File: src/rtl/aes_inv_shift_rows_stream.sv
// Byte-serial AES InvShiftRows: collects a 16-byte state into one of two ping-pong
// banks and streams it back out in InvShiftRows order (byte k = state[127-8k -: 8]).
module aes_inv_shift_rows_stream (
    input  logic       clk,
    input  logic       rst,
    input  logic       clr,
    input  logic       in_valid,
    output logic       in_ready,
    input  logic [7:0] in_data,
    output logic       out_valid,
    input  logic       out_ready,
    output logic [7:0] out_data,
    output logic       out_last
);

    // Output byte index -> stored byte index: out(r,c) = in(r,(c-r) mod 4), index = 4c+r.
    function automatic logic [3:0] inv_src_idx(input logic [3:0] idx);
        logic [3:0] src;
        case (idx)
            4'd0:    src = 4'd0;
            4'd1:    src = 4'd13;
            4'd2:    src = 4'd10;
            4'd3:    src = 4'd7;
            4'd4:    src = 4'd4;
            4'd5:    src = 4'd1;
            4'd6:    src = 4'd14;
            4'd7:    src = 4'd11;
            4'd8:    src = 4'd8;
            4'd9:    src = 4'd5;
            4'd10:   src = 4'd2;
            4'd11:   src = 4'd15;
            4'd12:   src = 4'd12;
            4'd13:   src = 4'd9;
            4'd14:   src = 4'd6;
            4'd15:   src = 4'd3;
            default: src = 4'd0;
        endcase
        return src;
    endfunction

    logic [1:0][15:0][7:0] bank_q;
    logic [1:0]            full_q;
    logic [1:0]            full_d;
    logic                  wr_bank_q;
    logic                  wr_bank_d;
    logic                  rd_bank_q;
    logic                  rd_bank_d;
    logic [3:0]            wr_cnt_q;
    logic [3:0]            wr_cnt_d;
    logic [3:0]            rd_cnt_q;
    logic [3:0]            rd_cnt_d;
    logic                  wr_fire_s;
    logic                  rd_fire_s;

    // Stream-facing outputs, all taken from registered state only.
    always_comb begin
        in_ready  = ~full_q[wr_bank_q];
        out_valid = full_q[rd_bank_q];
        out_data  = bank_q[rd_bank_q][inv_src_idx(rd_cnt_q)];
        out_last  = full_q[rd_bank_q] && (rd_cnt_q == 4'd15);
        // A flush swallows any handshake presented in the same cycle.
        wr_fire_s = in_valid && ~full_q[wr_bank_q] && ~clr;
        rd_fire_s = full_q[rd_bank_q] && out_ready && ~clr;
    end

    // Next-state for counters, bank pointers and full flags.
    always_comb begin
        full_d    = full_q;
        wr_bank_d = wr_bank_q;
        rd_bank_d = rd_bank_q;
        wr_cnt_d  = wr_cnt_q;
        rd_cnt_d  = rd_cnt_q;
        if (clr) begin
            full_d    = 2'b00;
            wr_bank_d = 1'b0;
            rd_bank_d = 1'b0;
            wr_cnt_d  = 4'd0;
            rd_cnt_d  = 4'd0;
        end else begin
            // Set and clear always hit different banks, so both may apply.
            if (wr_fire_s) begin
                wr_cnt_d = wr_cnt_q + 4'd1;
                if (wr_cnt_q == 4'd15) begin
                    full_d[wr_bank_q] = 1'b1;
                    wr_bank_d         = ~wr_bank_q;
                end else begin
                    wr_bank_d = wr_bank_q;
                end
            end else begin
                wr_cnt_d = wr_cnt_q;
            end
            if (rd_fire_s) begin
                rd_cnt_d = rd_cnt_q + 4'd1;
                if (rd_cnt_q == 4'd15) begin
                    full_d[rd_bank_q] = 1'b0;
                    rd_bank_d         = ~rd_bank_q;
                end else begin
                    rd_bank_d = rd_bank_q;
                end
            end else begin
                rd_cnt_d = rd_cnt_q;
            end
        end
    end

    // Control state registers.
    always_ff @(posedge clk or posedge rst) begin
        if (rst) begin
            full_q    <= 2'b00;
            wr_bank_q <= 1'b0;
            rd_bank_q <= 1'b0;
            wr_cnt_q  <= 4'd0;
            rd_cnt_q  <= 4'd0;
        end else begin
            full_q    <= full_d;
            wr_bank_q <= wr_bank_d;
            rd_bank_q <= rd_bank_d;
            wr_cnt_q  <= wr_cnt_d;
            rd_cnt_q  <= rd_cnt_d;
        end
    end

    // Bank storage; only reset clears contents, a flush leaves them in place.
    always_ff @(posedge clk or posedge rst) begin
        if (rst) begin
            bank_q <= '0;
        end else if (wr_fire_s) begin
            bank_q[wr_bank_q][wr_cnt_q] <= in_data;
        end else begin
            bank_q <= bank_q;
        end
    end

endmodule

File: config.mk
export PLATFORM = sky130hd
export DESIGN_NAME = aes_inv_shift_rows_stream
export DESIGN_NICKNAME = d
export VERILOG_FILES = /design/src/rtl/aes_inv_shift_rows_stream.sv
export SDC_FILE = /design/constraint.sdc
export NUM_CORES = 1
export LEC_CHECK = 0
export ABC_CLOCK_PERIOD_IN_PS = 9300
export BUFFER_PORTS_ARGS = -buffer_cell sky130_fd_sc_hd__clkbuf_2
export CAP_MARGIN = 20
export CORE_MARGIN = 8
export CORE_UTILIZATION = 57
export DETAILED_ROUTE_END_ITERATION = 16
export GPL_TIMING_DRIVEN = 0
export PLACE_DENSITY = 0.76
export SKIP_LAST_GASP = 1
export SYNTH_ARGS = -nofsm -noshare
export SYNTH_HDL_FRONTEND = slang
export SYNTH_SLANG_ARGS = --single-unit
File: constraint.sdc
create_clock -name clk -period 9.3 [get_ports clk]
set_input_delay 1.395 -clock clk [delete_from_list [all_inputs] [get_ports clk]]
set_output_delay 1.395 -clock clk [all_outputs]
set_load 0.005 [all_outputs]
==> metrics.md <==
| Metric | Value |
|---|---|
| Vias per std cell | about 6.5 |
| Number of DRC markers in iteration 0 | ~710 |
| Die height | between 150 and 200 um |
| DR pass1 iterations | 5 |
| Worst setup EP type | output port |
| Asr flop ratio synth | 1.00 |
| Largest net degree at the start of global routing | 134 |
| Count leader, synth | mux2_2 |
| Vias in the first global route | around 9000 |
| Count of final setup violators | 0 |
| Remaining DRCs | 0 |
| CTS tree | yes |
| Starting Density | 0.583 |
| Synthesized flop and latch total | 268 |
| Syn Std Cell Area | 12800 um2 |
| Routability cong. | 0.931 |
| Proportion of layout cells with a drive suffix above 1 | 0.403 |
| Clk_skew | 0.0208 ns |
| Top cells by count, synth | 326 x mux2_2, 268 x dfrtp_1, 51 x clkbuf_1 |
| Setup bufs post-CTS | 0 |
| Critical path required time | 7.91 ns |
| Die Wd | 166 um |
| Worst-margin pin slew | 1.06 ns |
| CP arrival | approximately 3.4 ns |
| Hold-fix buffers at CTS | 0 |
| Leak Pwr | 0.00686 uW |
| Kind of start point of the critical path | flop |
| Most used flip-flop cell after synthesis | dfrtp_1 |
| Number of flops mapped to enable cells by yosys | 0 |
| Clock latency on the worst-skew pair | 0.56 ns |
| Hold WS | roughly 0.5 ns |
| Sequential cell area fraction in the yosys report | 0.525 |
| PD cells | 176 nW/um2 |
| Via count | 8664 |
| WL final | 34.2 mm |
| WS Path Type | reg2out |
| GRT overflow | 0 |
| Diode count | 0 |
| Clock-pin slew on the worst setup and hold paths | 0.07 ns |
| DRT antenna net count | 0 |
| Max Cap Viol | 0 |
| Synth area leader | dfrtp_1 |
| Layout area overhead | 11.3% |
| First-pass GRT wire length | 53.1 mm |
| H-tree depth | 1 |
| Slew margin rel. | 0.284 |
| Total negative setup slack | 0 ns |
| Worst vdd ir | roughly 180 uV |
| IO Port Bufs | 23 |
| Syn_nets | 1005 |
| Fill count | 1670 |
| Tcrit/Tclk final | 0.519 |
| Clock Tree Root | clkbuf_16 |
| Critical path peak fanout | 10 |
| Hold Vio Cnt, Final | 0 |
| Post-synthesis cell count | 987 |
| Post-synth cell types | 47 |
| Post-DP HPWL | between 20 and 25 mm |
| Clock sinks | 268 |
| Core ar. | 21900 um2 |
| Max Fclk | 207 MHz |
| Avg Inst Size Synth | 12.9 um2 |
| Status | complete, no violations |
| Top post-synthesis cells by area | dfrtp_1 53%, mux2_2 29%, mux2i_1 1.9% |
| CTS Buf Count | 28 |
| Initial antenna violation count | 0 |
| Top-area cell type share of the netlist area | 0.525 |
| CTS Buffer Depth | 3 |
| Row cnt | 54 |
| Final slew viol count | 0 |
| # IOs | 24 |
| Resized Gates After CTS | 0 |
| YS warnings | 0 |
| Net count, final | 1060 |
| Die area | 27400 um2 |
| Drt wl/cell | 25.5 um |
| GRT Total Usage | 0.245 |
| RSZ-0062 raised after global routing | no |
| Fin crit period | 4.83 ns |
| HP Class | reg2reg |
==> cell type report <==
class	instances	area, um2	area share
Sequential cell	268	6710	0.472
Multi-Input combinational cell	640	5720	0.403
Clock buffer	41	830	0.0584
Tap cell	280	350	0.0247
Buffer	74	320	0.0226
Timing Repair Buffer	25	170	0.0120
Clock inverter	8	76.3	0.00537
Inverter	5	26.3	0.00185
==> critical path, stage by stage (launching register included) <==
cell and delay [ns]:
dfrtp_1 0.45, buf_2 0.25, buf_1 0.40, nor2b_1 0.58, o21ai_0 0.29, a21oi_1 0.41, nor3_1 0.10, a31oi_1 0.24
clkbuf_2 0.16
==> state kept, by name (all words and copies together), names as in the netlist <==
name / cells
wr_cnt_q: 4
rd_cnt_q: 4
bank_q: 256
wr_bank_q: 1
full_q: 2
rd_bank_q: 1
==> worst paths after layout <==
path | cells past startpoint | slack, ns | endpoint | startpoint
worst max-delay path | 8 | 4.47 | out_data[1] | rd_cnt_q[0]
worst min-delay path | 1 | 0.50 | bank_q[88] | bank_q[88]
worst max register to register | 5 | 6.75 | bank_q[131] | wr_cnt_q[0]
worst min register to register | 1 | 0.50 | bank_q[88] | bank_q[88]
max in group asynchronous | 4 | 7.08 | bank_q[184] | rst
min in group asynchronous | 2 | 0.81 | bank_q[251] | rst
==> cell usage in the layout (no fill, tap or decap), drive strengths merged, types with 17 or more instances in the layout <==
master	n
mux2	326
dfrtp	268
clkbuf	115
nor2	46
nand2	40
o21ai	33
buf	25
a21oi	24
mux2i	24
a211oi	17
==> kinds of logic after synthesis <==
group / share of synthesized area
mux: 0.321
buf+inv: 0.0266
compound gates: 0.0616
simple gates: 0.0548
fa+ha+maj: 0.00490
flops: 0.525
xor+xnor: 0.00618
==> layer usage <==
| layer | global-route usage | vias up | wire length [um] |
|---|---|---|---|
| li1 | - | 3699 | - |
| met1 | 0.325 | 4494 | 14300 |
| met2 | 0.390 | 379 | 15800 |
| met3 | 0.0476 | 92 | 2670 |
| met4 | 0.0964 | 0 | 1410 |
| met5 | 0 | - | 0 |
==> report_power, final <==
part,switching [uW],internal (uW)
Combinational,97.5,70.9
Clock,459,642
Sequential,25.4,1210
==> per-stage QoR <==
| step | cell area, um2 | instances | util | total power, uW | setup slack, ns |
|---|---|---|---|---|---|
| final | 14200 | 1341 | 0.649 | 2510 | 4.47 |
| after floorplan | 12800 | 987 | - | 1360 | 0.523 |
| after global placement | 13200 | 1290 | 0.604 | 1420 | -2.39 |
| after detailed placement | 13300 | 1292 | 0.607 | 1430 | 5.20 |
| after CTS | 14200 | 1341 | 0.649 | 2520 | 4.57 |
| after global routing | 14200 | 1341 | 0.649 | 2580 | 4.37 |
Note: power is estimated with default switching activity, not from simulation.
